## config.mk

```make
export PLATFORM = sky130hd
export DESIGN_NAME = scc_fetch_unit
export DESIGN_NICKNAME = d
export VERILOG_FILES = /design/src/rtl/scc_fetch_unit.sv
export SDC_FILE = /design/constraint.sdc
export NUM_CORES = 1
export LEC_CHECK = 0
export ABC_AREA = 1
export CORE_ASPECT_RATIO = 1.25
export CORE_MARGIN = 1
export CORE_UTILIZATION = 30
export CTS_CLUSTER_SIZE = 24
export DETAILED_ROUTE_END_ITERATION = 10
export PLACE_DENSITY = 0.57
export SYNTH_ARGS = -nofsm -noshare
export SYNTH_HDL_FRONTEND = slang
export SYNTH_SLANG_ARGS = --single-unit
export TNS_END_PERCENT = 100
```

## constraint.sdc

```tcl
create_clock -name Clk -period 3.7 [get_ports Clk]
set_input_delay 0.74 -clock Clk [delete_from_list [all_inputs] [get_ports Clk]]
set_output_delay 0.74 -clock Clk [all_outputs]
set_load 0.01 [all_outputs]
```

## src/rtl/scc_fetch_unit.sv

```systemverilog
// scc_fetch_unit: instruction fetch stage of the SCC core.
// Owns the PC and drives the instruction-port enable and address of the unified memory.
// Each returned word is captured into a one-entry register that feeds decode through valid/ready.
// Also handles branch redirects and the halt sequence (en falls once the halt word is consumed).
module scc_fetch_unit #(
    parameter logic [31:0] RESET_PC  = 32'h00000000,
    parameter logic [31:0] HALT_INSN = 32'hF8000000
) (
    input  logic        Clk,
    input  logic        Reset,
    input  logic        start,
    output logic        instruction_memory_en,
    output logic [31:0] instruction_memory_a,
    input  logic [31:0] instruction_memory_v,
    input  logic        branch_taken,
    input  logic [31:0] branch_target,
    input  logic        if_ready,
    output logic        if_valid,
    output logic [31:0] if_instruction,
    output logic [31:0] if_pc,
    output logic        misalign_err,
    output logic        halted
);

    typedef enum logic [1:0] {IDLE, FETCH, DRAIN, HALTED} state_t;

    // Held output register presented to decode
    typedef struct packed {
        logic        valid;
        logic [31:0] insn;
        logic [31:0] pc;
    } if_reg_t;

    state_t      state_q, state_d;
    logic [31:0] pc_q;
    if_reg_t     out_q;
    logic        misalign_q;
    logic        redirect, capture, consume;

    // Enable is a pure decode of state, so it only changes on IDLE->FETCH and DRAIN->HALTED
    assign instruction_memory_en = (state_q == FETCH) || (state_q == DRAIN);
    assign instruction_memory_a  = pc_q;
    assign halted                = (state_q == HALTED);
    assign if_valid              = out_q.valid;
    assign if_instruction        = out_q.insn;
    assign if_pc                 = out_q.pc;
    assign misalign_err          = misalign_q;

    // A branch outranks capture, stall, consume and halt whenever fetch is active
    assign redirect = branch_taken && ((state_q == FETCH) || (state_q == DRAIN));

    // State register
    always_ff @(posedge Clk) begin
        if (!Reset) state_q <= IDLE;
        else        state_q <= state_d;
    end

    // Next-state and capture/consume decode
    always_comb begin
        state_d = state_q;
        capture = 1'b0;
        consume = 1'b0;
        case (state_q)
            IDLE: begin
                if (start) state_d = FETCH;
            end
            FETCH: begin
                if (!redirect) begin
                    // Load when the register is empty or being emptied this cycle
                    capture = !out_q.valid || if_ready;
                    if (capture && (instruction_memory_v == HALT_INSN)) state_d = DRAIN;
                end
            end
            DRAIN: begin
                if (redirect) begin
                    state_d = FETCH;
                end else if (out_q.valid && if_ready) begin
                    consume = 1'b1;
                    state_d = HALTED;
                end
            end
            default: state_d = state_q;
        endcase
    end

    // PC, output register and misalign pulse
    always_ff @(posedge Clk) begin
        if (!Reset) begin
            pc_q       <= RESET_PC;
            out_q      <= '0;
            misalign_q <= 1'b0;
        end else begin
            misalign_q <= 1'b0;
            if ((state_q == IDLE) && start) pc_q <= RESET_PC;
            if (redirect) begin
                // Target is forced word-aligned; the younger held instruction is flushed
                pc_q        <= {branch_target[31:2], 2'b00};
                out_q.valid <= 1'b0;
                misalign_q  <= |branch_target[1:0];
            end else if (capture) begin
                out_q.valid <= 1'b1;
                out_q.insn  <= instruction_memory_v;
                out_q.pc    <= pc_q;
                pc_q        <= pc_q + 32'd4;
            end else if (consume) begin
                out_q.valid <= 1'b0;
            end
        end
    end

endmodule

```

==> impl_metrics.toml <==
[clock_network]
cts_hold_buf = 0
cts_buffers = 9
ctsResizeCount = 0
cts_setup_buffers = 0
cts_buffer_depth = 2
cts_max_level = 3
cts.sinks = 100
path_clk_slew_ns = 0.07
clock_latency_ns = 0.36
cts_tree = "built"
cts_root_buf = "clkbuf_16"

[yosys]
ys_seq_area_frac = 0.417
mappedNetlistArea_mm2 = 0.00480
synth_warnings = 0
syn_nets = 781
syn_area_per_cell_um2 = 6.80
synth_edf_count = 0
synth_cells = 706
synth_ff_type = "dfxtp_1"
async_reset_ff_frac = 0
synth-seq-cells = 100
yosysTopAreaCell = "dfxtp_1"
synth_top_cell_area_share = 0.417
synthTopCellsByArea = "dfxtp_1 (42%), nor2_1 (11%), nand2_1 (10%)"
ys_types = 36

[timing]
period_share = 0.669
rsz0062_at_grt = "false"
finalSetupTns_ns = 0
fin_skew_ns = 0.00932
worst_slack_ns = 1.22
min_period_ns = 2.48
tightest_slew_ns = 0.891
setup_violations = 0
finalHoldViolCount = 0
fmax_mhz = 404
timing.slew.headroom = 0.403
report.final.slew_viol_count = 0

[layout]
areaGrowthSynthToFinish_pct = 44.9
fin_area_mm2 = 0.00695
final_common_cell = "clkdlybuf4s50_1"
multi_input_area_mm2 = 0.00234
final_cell_mix = "clkdlybuf4s50_1 (167), nor2_1 (135), nand2_1 (132), dfxtp_1 (100), o21ai_0 (78)"
drive_gt1_frac = 0.0580
seq_area_mm2 = 0.00200
fill_cells = 1655
diodes = 0
nets = 932

[floorplan]
die_x_um = 115
rows = 51
start_util = 0.307
pin_count = 169
dieArea_mm2 = 0.0165
core_mm2 = 0.0156
dieHeight_um = 143

[job]
drv_cap = 0

[worst_setup_path]
r2r_slack_ns = 1.26
r2r-end = "instruction_memory_a[18]"
worstSetupEndpoint = "instruction_memory_en"
critPathRequiredTime_ns = 2.96
startpoint = "state_q[0]"
crit_type = "reg -> out"
critPathCaptureType = "output port"
ff2ff_path_depth = 9
setup.worst_path.start_class = "flop"
worstPathMaxFanout = 4
worstPathArrival_ns = 1.74
timing.rr.start = "state_q[0]"

[worst_hold_path]
min_from = "if_pc[27]"
hp-class = "reg -> reg"

[global_route]
grt_overflow = 0
antenna_found_initial = 0
grt_pass1_vias = 4586
grt_max_degree = 92
groute.usage.overall = 0.192
grt_pass1_wl_um = 24100

[pwr]
leakagePower_nw = 2.77
p_per_area_mw_per_mm2 = 756
ir_drop_mv = 0.389

[status]
outcome = "finished clean"

[routing]
top_layer_used = "met4"
wl_um = 15400
m1WireLength_um = 6550
ant_nets = 0
via_per_inst = 4.57
detailroute.wirelength.met2_um = 7610
vias = 4912
dr.first_iter.drc_count = 360
first_pass_iters = 6
wire_per_inst_um = 14.4
drc = 0
route.met3.wl_um = 1030

[placed_design]
place.gp.congestion = 0.784
port_buffers = 168
dp_hpwl_um = 10800
dp_slack_ns = 0.847
placed_cell_area_mm2 = 0.00663
[worst min path at each step]
stage / cells after the start / end / slack (ns)
3_5_place_dp: 2 / instruction_memory_a[0] / 0.45
3_3_place_gp: 2 / if_pc[27] / 0.45
4_1_cts: 2 / if_pc[18] / 0.46
2_1_floorplan: 2 / instruction_memory_a[0] / 0.47
5_1_grt: 2 / if_pc[26] / 0.48
6_report: 2 / if_pc[27] / 0.46
[per-stage QoR]
step | util | instances | hold WS, ns | total power, mW
6_report | 0.445 | 1074 | 0.459 | 5.26
5_1_grt | 0.445 | 1074 | 0.483 | 5.67
4_1_cts | 0.445 | 1074 | 0.464 | 5.32
3_5_place_dp | 0.424 | 1058 | 0.452 | 4.25
3_3_place_gp | 0.424 | 1058 | 0.452 | 4.26
2_1_floorplan | - | 706 | 0.475 | 3.08
[critical path, stage by stage, from the launching register on]
cell             delay, ns
dfxtp_1               0.39
inv_1                 0.10
ha_1                  0.33
clkdlybuf4s50_1       0.55
[sequential cells by signal (all words and copies together), names as in the netlist]
name                  count
misalign_err              1
if_pc                    32
if_instruction           32
state_q                   2
instruction_memory_a     32
if_valid                  1
[report_power, final]
group / internal, mW / switching, mW / total [mW]
registers: 1.46 / 0.318 / 1.78
clock network: 0.610 / 0.444 / 1.05
logic: 1.10 / 1.32 / 2.43
[area by class of cell]
class | instances | area share
multi-input combinational | 493 | 0.336
sequential | 100 | 0.288
timing repair buffer | 174 | 0.248
tap | 212 | 0.0381
clock buffer | 10 | 0.0344
clock inverter | 6 | 0.0126
inverter | 79 | 0.0430
[cell usage after synthesis (4+ instances only)]
cell / instances
inv_1: 73
a211oi_1: 7
buf_2: 14
a31oi_1: 12
clkbuf_1: 16
nor3_1: 5
o21ai_0: 78
a21oi_1: 41
ha_1: 6
nor2_1: 135
o211ai_1: 4
nand2_2: 8
nand3_1: 31
nor2_4: 5
inv_2: 4
dfxtp_1: 100
nor2_2: 5
nand2_1: 132
o21ai_1: 7
[cell families (layout without fill, tap and decap cells)]
kind of cell / Yosys count / after routing / synth area share
adders and majority gates: 6 / 6 / 0.0156
DFF: 100 / 100 / 0.417
AOI/OAI and AO/OA: 156 / 156 / 0.177
buffers and inverters: 113 / 269 / 0.0965
and+or+nand+nor: 331 / 331 / 0.294
[metal layers]
metal,global-route usage,vias to the layer above
li1,-,2562
met1,0.227,2195
met2,0.331,142
met3,0.0489,13
met4,0.0718,0
met5,0,-
Power figures use the tool's default switching activity.
